==> config.mk <==
export PLATFORM = sky130hd
export DESIGN_NAME = pipe_stage_buf
export DESIGN_NICKNAME = d
export VERILOG_FILES = /design/src/rtl/pipe_stage_buf.sv
export SDC_FILE = /design/constraint.sdc
export NUM_CORES = 1
export LEC_CHECK = 0
export BUFFER_PORTS_ARGS = -buffer_cell sky130_fd_sc_hd__buf_2
export CORE_MARGIN = 2
export CORE_UTILIZATION = 39
export DETAILED_ROUTE_END_ITERATION = 12
export PLACE_DENSITY = 0.68
export SYNTH_ARGS = -nofsm -noshare
export SYNTH_HDL_FRONTEND = slang
export SYNTH_SLANG_ARGS = --single-unit
==> constraint.sdc <==
create_clock -name clk -period 5.9 [get_ports clk]
set_clock_uncertainty 0.2 [all_clocks]
set_input_delay 0.295 -clock clk [delete_from_list [all_inputs] [get_ports clk]]
set_output_delay 0.295 -clock clk [all_outputs]
set_load 0.005 [all_outputs]
==> src/rtl/pipe_stage_buf.sv <==
// Pipeline stage buffer: DEPTH-entry in-order FIFO speaking the Valid / Allow_in handshake.
// Optional stall counter output enabled by defining PIPE_BUF_STALL_CNT_EN.
module pipe_stage_buf #(
  parameter  int BUS_W = 64,
  parameter  int DEPTH = 1,
  localparam int CNT_W = $clog2(DEPTH + 1)
) (
  input  logic             clk,
  input  logic             reset,
  input  logic             in_valid,
  input  logic [BUS_W-1:0] in_bus,
  output logic             allow_in,
  input  logic             ready_go,
  output logic             out_valid,
  output logic [BUS_W-1:0] out_bus,
  input  logic             next_allow_in,
  input  logic             flush,
  output logic [CNT_W-1:0] count,
  output logic             head_valid
`ifdef PIPE_BUF_STALL_CNT_EN
  ,
  output logic [31:0]      stall_cnt
`endif
);

  localparam int PTR_W = (DEPTH > 1) ? $clog2(DEPTH) : 1;

  logic [BUS_W-1:0] mem_r [DEPTH];
  logic [PTR_W-1:0] rd_ptr_r;
  logic [PTR_W-1:0] wr_ptr_r;
  logic [CNT_W-1:0] count_r;

  logic empty_s;
  logic full_s;
  logic out_valid_s;
  logic pop_s;
  logic allow_in_s;
  logic push_s;

  function automatic logic [PTR_W-1:0] next_ptr(input logic [PTR_W-1:0] p);
    if (p == PTR_W'(DEPTH - 1)) begin
      return '0;
    end else begin
      return p + PTR_W'(1);
    end
  endfunction

  // Handshake decode; a pop frees its slot in the same cycle.
  always_comb begin
    empty_s     = (count_r == CNT_W'(0));
    full_s      = (count_r == CNT_W'(DEPTH));
    out_valid_s = !empty_s && ready_go;
    pop_s       = out_valid_s && next_allow_in;
    allow_in_s  = !full_s || pop_s;
    push_s      = in_valid && allow_in_s && !flush;
  end

  assign allow_in   = allow_in_s;
  assign out_valid  = out_valid_s;
  assign out_bus    = mem_r[rd_ptr_r];
  assign count      = count_r;
  assign head_valid = !empty_s;

  // Storage, pointers and occupancy; reset beats flush, flush beats push/pop.
  always_ff @(posedge clk) begin
    if (reset) begin
      rd_ptr_r <= '0;
      wr_ptr_r <= '0;
      count_r  <= '0;
      for (int i = 0; i < DEPTH; i++) begin
        mem_r[i] <= '0;
      end
    end else if (flush) begin
      rd_ptr_r <= '0;
      wr_ptr_r <= '0;
      count_r  <= '0;
    end else begin
      if (push_s) begin
        mem_r[wr_ptr_r] <= in_bus;
        wr_ptr_r        <= next_ptr(wr_ptr_r);
      end
      if (pop_s) begin
        rd_ptr_r <= next_ptr(rd_ptr_r);
      end
      case ({push_s, pop_s})
        2'b10:   count_r <= count_r + CNT_W'(1);
        2'b01:   count_r <= count_r - CNT_W'(1);
        default: count_r <= count_r;
      endcase
    end
  end

`ifdef PIPE_BUF_STALL_CNT_EN
  logic [31:0] stall_cnt_r;

  // Saturating count of cycles a head entry sits without leaving; survives flush.
  always_ff @(posedge clk) begin
    if (reset) begin
      stall_cnt_r <= 32'd0;
    end else if (!empty_s && !pop_s && (stall_cnt_r != 32'hFFFF_FFFF)) begin
      stall_cnt_r <= stall_cnt_r + 32'd1;
    end
  end

  assign stall_cnt = stall_cnt_r;
`endif

endmodule

==> flow_metrics.env, run 1 <==
export IMPL_dr_total_vias=1934
export IMPL_hpwl_um=4220
export IMPL_p_leak_uw=0.00155
export IMPL_start_kind="input pin"
export IMPL_hold_path_startpoint="flush"
export IMPL_min_delay_path_depth=3
export IMPL_ys_types=16
export IMPL_worstSkewPairLatency_ps=330
export IMPL_ys_seq_area_share_pct=64.1
export IMPL_die_w_um=92.2
export IMPL_rows=32
export IMPL_synthToLayoutAreaGrowth_pct=28.4
export IMPL_num_io_pins=138
export IMPL_ff2ff_path_depth=3
export IMPL_wire_per_inst_um=16.4
export IMPL_numCtsBuffers=9
export IMPL_core_area_mm2=0.00761
export IMPL_rsz0062_at_grt="false"
export IMPL_cts_root_buf="clkbuf_8"
export IMPL_critPathTopFamily="compound AO/OA/AOI/OAI gates"
export IMPL_finalMaxSlewViolations=0
export IMPL_route_final_wire_length_um=6430
export IMPL_end_kind="flip-flop"
export IMPL_critPathMaxStageDelay_ps=940
export IMPL_detail_route_drc_violations=0
export IMPL_htree_num_levels=3
export IMPL_grt_pass1_wl_um=9970
export IMPL_crit_buf_inv=2
export IMPL_fin_crit_sh_pct=45.5
export IMPL_rr_startpoint="count"
export IMPL_synthesis_area_mm2=0.00303
export IMPL_antenna_left=0
export IMPL_cpMaxStageDelayCell="o21bai_4"
export IMPL_track_usage_pct=15.6
export IMPL_cts_setup_buffers=0
export IMPL_syn_num_nets=228
export IMPL_initial_core_util_pct=39.8
export IMPL_die_area_mm2=0.00849
export IMPL_min_to="count"
export IMPL_critical_path_class="input pin to flip-flop"
export IMPL_antenna_found_initial=0
export IMPL_drv_cap=0
export IMPL_status="finished clean"
export IMPL_hp_class="input pin to flip-flop"
export IMPL_cts_buffer_depth=2
export IMPL_io_buffers=137
export IMPL_diodes=0
export IMPL_cts_hold_fix_buffers=0
export IMPL_via_per_inst=4.92
export IMPL_ctsResizeCount=0
export IMPL_clk_pin_slew_ps=60
export IMPL_fin_crit_ps=2680
export IMPL_synth_cells=158
export IMPL_avgSynthCellArea_um2=19.2
export IMPL_synth_edff_count=64
export IMPL_dieHeight_um=92.2
export IMPL_grt_max_degree=67
export IMPL_first_pass_iters=4
export IMPL_ys_seq_elements=65
export IMPL_synthArstFlopShare_pct=0
export IMPL_synthFlopType="edfxtp_1"
export IMPL_rrSetupSlack_ps=3610
export IMPL_rr_endpoint="mem_r[0][46]"
export IMPL_drive_gt1_share_pct=69.8
export IMPL_fin_util_pct=51.2
export IMPL_max_freq_mhz=373
export IMPL_grt_overflow_total=0
export IMPL_worstMarginPinSlew_ps=997
export IMPL_critPathArrivalTime_ps=2470
export IMPL_slew_headroom_pct=33.5
export IMPL_drtIter0Drc=82
export IMPL_nets=356
export IMPL_setup_viol=0
export IMPL_worstPathMaxFanout=65
export IMPL_path_cells="buf_2, nand2b_4, o21bai_4, buf_4"
export IMPL_hold_viol=0
export IMPL_grt_pass1_vias=1928
export IMPL_worstPathRequired_ps=5690
export IMPL_tns_ps=0
export IMPL_irDropWorstVdd_mv=0.144
export IMPL_clkSinkCount=65
export IMPL_yosysWarnings=0
export IMPL_cts_tree="built"
export IMPL_p_per_area_mw_per_mm2=259
export IMPL_routabilityCongestion=0.718
==> power by group <==
| group | internal (uW) | switching [uW] | leakage, uW | total, uW |
|---|---|---|---|---|
| Sequential | 537 | 7.53 | 0.000699 | 544 |
| Clock | 193 | 157 | 0.0000918 | 350 |
| Combinational | 51.4 | 61.4 | 0.000759 | 113 |
==> metal layers <==
metal | global-route usage [%] | share of wire [%] | vias up
li1 | - | - | 906
met5 | 0 | 0 | -
met2 | 24.4 | 51 | 74
met1 | 19.5 | 41 | 948
met4 | 6.84 | 1.5 | 0
met3 | 5.51 | 7.0 | 6
==> per-stage QoR <==
stage	total power (uW)	setup slack, ps	cells	hold WS [ps]	instance area (um^2)
after floorplan	617	1470	158	219	3030
after global placement	668	2840	377	359	3710
after detailed placement	669	2800	377	363	3710
after CTS	1020	3170	393	3.24	3890
after global routing	1050	3000	393	4.52	3890
final	1010	3220	393	18.4	3890
==> cell type report <==
type	instances	area (um^2)
Clock inverter	4	43.8
Clock buffer	12	135
Inverter	1	3.75
Fill cell	688	3720
Tap cell	102	128
Multi-Input combinational cell	70	936
Timing Repair Buffer	139	703
Sequential cell	65	1940
==> worst max-delay path by stage <==
stage	startpoint	end	cells past startpoint
after floorplan	count	mem_r[0][0]	4
after global placement	flush	mem_r[0][10]	4
after detailed placement	flush	mem_r[0][33]	4
after CTS	flush	mem_r[0][41]	4
after global routing	flush	mem_r[0][41]	4
final	flush	mem_r[0][46]	4
==> worst min-delay path: cells and delay by family <==
kind	cells	cell delay, ps
compound gates	1	90
buf+inv	1	90
simple gates	1	40
==> state kept, by name, indices dropped and copies added (netlist names) <==
| signal | count |
|---|---|
| mem_r | 64 |
| count | 1 |
==> kinds of logic after synthesis <==
logic type      synth area share, %
buf+inv                        5.41
simple gates                   29.4
compound gates                 1.12
flops                          64.1
==> synth_stat cells, types with 2 or more instances <==
master	instances	area share, %
nor4b_2	49	24
clkbuf_1	2	0.25
nor4b_1	15	4.3
buf_2	8	1.3
buf_4	4	0.99
buf_6	7	2.6
edfxtp_1	64	63
==> cells in the final DEF (no fill, tap or decap), types with 2 or more instances in the layout <==
cell      count
edfxtp_1     64
buf_2       136
clkbuf_8      9
nor4b_1      15
buf_4         3
clkbuf_1      3
nor4b_2      49
clkinv_2      2
No activity file was read; power rests on OpenSTA's default activity.
==> inputs of run 2 (changes only) <==
==> constraint.sdc (replaced) <==
create_clock -name clk -period 2.73 [get_ports clk]
set_clock_uncertainty 0.2 [all_clocks]
set_input_delay 0.1365 -clock clk [delete_from_list [all_inputs] [get_ports clk]]
set_output_delay 0.1365 -clock clk [all_outputs]
set_load 0.005 [all_outputs]
==> flow_metrics.env, run 2 (same netlist as run 1, synthesis figures left out) <==
export IMPL_tns_ps=0
export IMPL_p_per_area_mw_per_mm2=475
export IMPL_cts_setup_buffers=0
export IMPL_fillers=614
export IMPL_critical_path_class="input pin to flip-flop"
export IMPL_clkPwrFrac_pct=30.6
export IMPL_track_usage_pct=17.6
export IMPL_hold_viol=0
export IMPL_io_buffers=137
export IMPL_irDropWorstVdd_mv=0.234
export IMPL_start_kind="input pin"
export IMPL_placed_area_mm2=0.00378
export IMPL_worstPathRequired_ps=2530
export IMPL_htree_num_levels=3
export IMPL_worstPathMaxFanout=31
export IMPL_core_area_mm2=0.00761
export IMPL_grt_pass1_vias=2296
export IMPL_detail_route_drc_violations=0
export IMPL_cp_num_cells=5
export IMPL_die_area_mm2=0.00849
export IMPL_final_cell_mix="buf_2, edfxtp_1, dlygate4sd3_1"
export IMPL_via_per_inst=4.84
export IMPL_rr_startpoint="count"
export IMPL_crit_path_end="mem_r[0][27]"
export IMPL_path_cells="dlygate4sd3_1, buf_2, nand2b_4, o21bai_4, buf_4"
export IMPL_cts_root_buf="clkbuf_8"
export IMPL_drv_cap=0
export IMPL_max_flop_register="mem_r"
export IMPL_worstMarginPinSlew_ps=463
export IMPL_fin_area_mm2=0.00456
export IMPL_critPathTopFamily="buffers and inverters"
export IMPL_worstSkewPairLatency_ps=330
export IMPL_cpMaxStageDelayCell="dlygate4sd3_1"
export IMPL_netSwitchingFraction_pct=23.7
export IMPL_combinationalPowerShare_pct=15.3
export IMPL_status="finished clean"
export IMPL_drive_gt1_share_pct=58.6
export IMPL_routabilityCongestion=0.701
export IMPL_nets=426
export IMPL_end_kind="flip-flop"
export IMPL_cts_tree="built"
export IMPL_finalMaxSlewViolations=0
export IMPL_rows=32
export IMPL_antenna_left=0
export IMPL_slew_headroom_pct=69.1
export IMPL_setup_viol=0
export IMPL_fin_crit_ps=1990
export IMPL_rrSetupSlack_ps=770
export IMPL_p_int_uw=1650
export IMPL_seq_power_share_pct=54.2
export IMPL_max_freq_mhz=503
export IMPL_antenna_found_initial=0
export IMPL_drtIter0Drc=71
export IMPL_grt_max_degree=37
export IMPL_clkSinkCount=65
export IMPL_fin_crit_sh_pct=72.8
export IMPL_wire_per_inst_um=16.4
export IMPL_hpwl_um=4570
export IMPL_route_final_wire_length_um=7560
export IMPL_diodes=0
export IMPL_ff2ff_path_depth=4
export IMPL_critPathArrivalTime_ps=1780
export IMPL_first_pass_iters=4
export IMPL_cts_buffer_depth=2
export IMPL_critPathMaxStageDelay_ps=540
export IMPL_dieHeight_um=92.2
export IMPL_dr_total_vias=2237
export IMPL_num_io_pins=138
export IMPL_p_leak_uw=0.00185
export IMPL_numCtsBuffers=9
export IMPL_die_w_um=92.2
export IMPL_netSwitchingPower_uw=514
export IMPL_initial_core_util_pct=39.8
export IMPL_largest_reg_flops=64
export IMPL_grt_overflow_total=0
export IMPL_clk_pin_slew_ps=70
export IMPL_crit_path_start="flush"
export IMPL_grt_pass1_wl_um=11200
export IMPL_rr_endpoint="count"
export IMPL_synthToLayoutAreaGrowth_pct=50.5
export IMPL_hp_class="input pin to flip-flop"
export IMPL_final_common_cell="buf_2"
export IMPL_crit_buf_inv=3
export IMPL_rsz0062_at_grt="false"
## run 2: cell types whose count changed in the layout (fill, tap and decap cells not counted), sizes merged
cell / previous run / this run
dlygate4sd3: 0 / 63
clkbuf: 12 / 10
buf: 139 / 146
clkinv: 3 / 5
bufinv: 1 / 0
## run 2: worst reg2reg max path, delay by kind of cell (launching register included)
family / cells / cell delay [ps]
flops: 1 / 360
compound gates: 2 / 450
buf+inv: 2 / 890
## run 2: metal layers
metal / vias to the layer above / share of wire, % / global-route usage (%) / routed length (um)
li1: 1045 / - / - / -
met1: 1085 / 36 / 17.5 / 2750
met2: 93 / 57 / 33.6 / 4270
met3: 14 / 4.8 / 4.68 / 362
met4: 0 / 2.3 / 7.96 / 170
met5: - / 0 / 0 / 0
## run 2: worst min path at each step
stage,start,endpoint,slack [ps],cells after the start
floorplan,in_valid,count,60,1
global placement,flush,count,230,3
detailed placement,flush,count,230,3
CTS,in_bus[21],mem_r[0][21],0.9,2
global route,in_bus[41],mem_r[0][41],1,2
finish,in_bus[41],mem_r[0][41],20,2
## run 2: power by group through the flow
stage / clock (uW) / sequential [uW] / combinational [uW]
finish: 663 / 1170 / 330
global route: 729 / 1180 / 354
CTS: 682 / 1170 / 328
detailed placement: 0 / 1190 / 259
global placement: 0 / 1190 / 257
floorplan: 0 / 1200 / 127
## run 2: what timing repair did
item	in CTS	in global routing
hold buffers	61	2
setup endpoints to repair	0	0
hold endpoints to repair	60	2
gates resized for setup	0	0
## run 2: per-stage QoR
stage	util [%]	worst slack, ps	total power [uW]	hold slack (ps)	cells
global route	59.9	666	2260	1.42	462
detailed placement	49.7	966	1450	230	384
floorplan	-	370	1330	60.4	158
global placement	49.7	965	1450	229	384
CTS	59.7	777	2180	0.944	460
finish	59.9	743	2170	19.7	462
## run 2: layout make-up
type | count | area (um^2) | share of cell area (%)
multi-input combinational | 70 | 936 | 20.5
inverter | 1 | 3.75 | 0.0823
clock buffer | 10 | 128 | 2.80
tap | 102 | 128 | 2.80
clock inverter | 5 | 23.8 | 0.521
timing repair buffer | 209 | 1400 | 30.7
sequential | 65 | 1940 | 42.6
==> inputs of run 3 (changes only) <==
--- a/config.mk
+++ b/config.mk
@@ -5,11 +5,12 @@
 export SDC_FILE = /design/constraint.sdc
 export NUM_CORES = 1
 export LEC_CHECK = 0
+export ABC_AREA = 1
 export BUFFER_PORTS_ARGS = -buffer_cell sky130_fd_sc_hd__buf_2
 export CORE_MARGIN = 2
 export CORE_UTILIZATION = 39
 export DETAILED_ROUTE_END_ITERATION = 12
-export PLACE_DENSITY = 0.68
+export PLACE_DENSITY = 0.73
 export SYNTH_ARGS = -nofsm -noshare
 export SYNTH_HDL_FRONTEND = slang
 export SYNTH_SLANG_ARGS = --single-unit
==> constraint.sdc (replaced) <==
create_clock -name clk -period 1.7 [get_ports clk]
set_clock_uncertainty 0.2 [all_clocks]
set_input_delay 0.085 -clock clk [delete_from_list [all_inputs] [get_ports clk]]
set_output_delay 0.085 -clock clk [all_outputs]
set_load 0.005 [all_outputs]
==> flow_metrics.env, run 3 <==
export IMPL_status="finished clean"
export IMPL_cpMaxStageDelayCell="dlygate4sd3_1"
export IMPL_finalMaxSlewViolations=0
export IMPL_critical_path_class="flip-flop to flip-flop"
export IMPL_multiInputGateArea_um2=454
export IMPL_detail_route_drc_violations=0
export IMPL_antenna_left=0
export IMPL_dp_slack_ps=283
export IMPL_hp_class="input pin to flip-flop"
export IMPL_diodes=0
export IMPL_drive_gt1_share_pct=50.8
export IMPL_syn_num_nets=281
export IMPL_seqCellArea_mm2=0.00194
export IMPL_synth_cells=211
export IMPL_first_pass_iters=4
export IMPL_ys_seq_area_share_pct=71.5
export IMPL_core_area_mm2=0.00676
export IMPL_worstPathMaxFanout=4
export IMPL_final_common_cell="buf_2"
export IMPL_worstMarginPinSlew_ps=229
export IMPL_worstPathRequired_ps=1770
export IMPL_initial_core_util_pct=40.2
export IMPL_dp_cells=425
export IMPL_fin_crit_sh_pct=89.3
export IMPL_irDropWorstVdd_mv=0.489
export IMPL_critPathTopFamily="buffers and inverters"
export IMPL_fin_crit_ps=1520
export IMPL_max_freq_mhz=659
export IMPL_final_cell_mix="buf_2, inv_1, dlygate4sd3_1"
export IMPL_synth_top_area_share_pct=70.8
export IMPL_nets=492
export IMPL_hpwl_um=3500
export IMPL_wire_per_inst_um=12.6
export IMPL_tns_ps=0
export IMPL_routabilityCongestion=0.698
export IMPL_grt_pass1_vias=2210
export IMPL_num_io_pins=138
export IMPL_hold_viol=0
export IMPL_clk_pin_slew_ps=70
export IMPL_rsz0062_at_grt="false"
export IMPL_io_buffers=137
export IMPL_slew_headroom_pct=84.8
export IMPL_max_flop_register="mem_r"
export IMPL_finalNonFillerCells=507
export IMPL_cts_tree="built"
export IMPL_critPathMaxStageDelay_ps=580
export IMPL_route_final_wire_length_um=6400
export IMPL_die_w_um=87.4
export IMPL_p_leak_uw=0.00221
export IMPL_yosys_top_cells_area="edfxtp_1, nor2_2, inv_1, buf_6, dfxtp_1"
export IMPL_dr_total_vias=2127
export IMPL_synthFlopType="edfxtp_1"
export IMPL_drv_cap=0
export IMPL_die_area_mm2=0.00764
export IMPL_synth_edff_count=64
export IMPL_cts_root_buf="clkbuf_8"
export IMPL_path_cells="nand2_2, a21boi_0, dlygate4sd3_1"
export IMPL_avgSynthCellArea_um2=12.9
export IMPL_via_per_inst=4.20
export IMPL_ys_seq_elements=65
export IMPL_track_usage_pct=16.9
export IMPL_drtIter0Drc=80
export IMPL_largest_reg_flops=64
export IMPL_setup_viol=0
export IMPL_synth_largest_area_cell="edfxtp_1"
export IMPL_yosysWarnings=0
export IMPL_dieHeight_um=87.4
export IMPL_antenna_found_initial=0
export IMPL_fin_util_pct=64.4
export IMPL_grt_pass1_wl_um=9660
export IMPL_grt_overflow_total=0
export IMPL_synth_common_cells="inv_1, edfxtp_1, nor2_2, buf_6, nor2_1"
export IMPL_htree_num_levels=3
export IMPL_cts_buffer_depth=2
export IMPL_critPathArrivalTime_ps=1590
export IMPL_rows=30
export IMPL_synthToLayoutAreaGrowth_pct=60.3
export IMPL_crit_buf_inv=1
export IMPL_clkSinkCount=65
export IMPL_yosysMostFrequentCell="inv_1"
export IMPL_fin_ws_ps=182
export IMPL_worstSkewPairLatency_ps=330
export IMPL_ctsResizeCount=0
export IMPL_synthArstFlopShare_pct=0
export IMPL_grt_max_degree=34
export IMPL_numCtsBuffers=9
export IMPL_fillers=523
export IMPL_start_kind="flip-flop"
export IMPL_ys_types=12
export IMPL_p_per_area_mw_per_mm2=822
export IMPL_synthesis_area_mm2=0.00272
export IMPL_end_kind="flip-flop"
[run 3: changes by cell type after synthesis, moves of 2 or more]
cell,delta
nor4b_2,-49
inv_1,+66
nor4b_1,-15
clkbuf_1,-2
nor2_2,+61
nand2_1,+3
buf_2,-8
buf_4,-3
nor2_1,+3
[run 3: layout make-up]
class,count,share of cell area (%)
tap,80,2.30
clock buffer,12,3.10
clock inverter,4,1.01
multi-input combinational,72,10.4
sequential,65,44.6
timing repair buffer,207,32.8
inverter,67,5.78
[run 3: worst paths after layout]
kind / start / to / slack [ps] / cells past startpoint
worst max-delay path: count / count / 180 / 3
worst min-delay path: reset / mem_r[0][26] / 160 / 4
worst max register to register: count / count / 180 / 3
worst min register to register: count / mem_r[0][26] / 750 / 4
[run 3: kinds of logic (layout without fill, tap and decap cells)]
kind of cell,after synthesis,after routing,synth area share [%]
buffers and inverters,74,290,12.0
flip-flops,65,65,71.5
AND/OR/NAND/NOR,71,71,16.2
AO/OA/AOI/OAI,1,1,0.277
[run 3: report_power, final]
part,internal (uW),leakage (uW),switching (uW)
combinational,261,0.00142,212
clock,669,0.0000918,548
sequential,1860,0.000699,24.8
total,2790,0.00221,785
[run 3: per-layer routing]
layer	up-vias	wire length, um	global-route usage (%)
li1	1053	-	-
met1	967	2430	17.3
met2	94	3400	31.0
met3	13	433	5.40
met4	0	134	7.69
met5	-	0	0
[run 3: worst reg2reg max path: cells and delay by family (launching register included)]
| kind | cells | cell delay, ps |
|---|---|---|
| DFF | 1 | 380 |
| AOI/OAI and AO/OA | 1 | 190 |
| buffers and inverters | 1 | 580 |
| and+or+nand+nor | 1 | 110 |
[run 3: stage by stage]
| stage | power [uW] | hold slack (ps) | instance area [um^2] |
|---|---|---|---|
| 2_1_floorplan | 2070 | 26.4 | 2720 |
| 3_3_place_gp | 2260 | 184 | 3510 |
| 3_5_place_dp | 2270 | 190 | 3510 |
| 4_1_cts | 3610 | 140 | 4350 |
| 5_1_grt | 3730 | 173 | 4350 |
| 6_report | 3580 | 155 | 4350 |
[run 3: what timing repair did]
| item | in CTS | in global routing |
|---|---|---|
| hold endpoints to repair | 65 | 0 |
| endpoints found under the setup margin | 0 | 0 |
| hold buffers | 66 | 0 |
| buffers inserted | 0 | 0 |
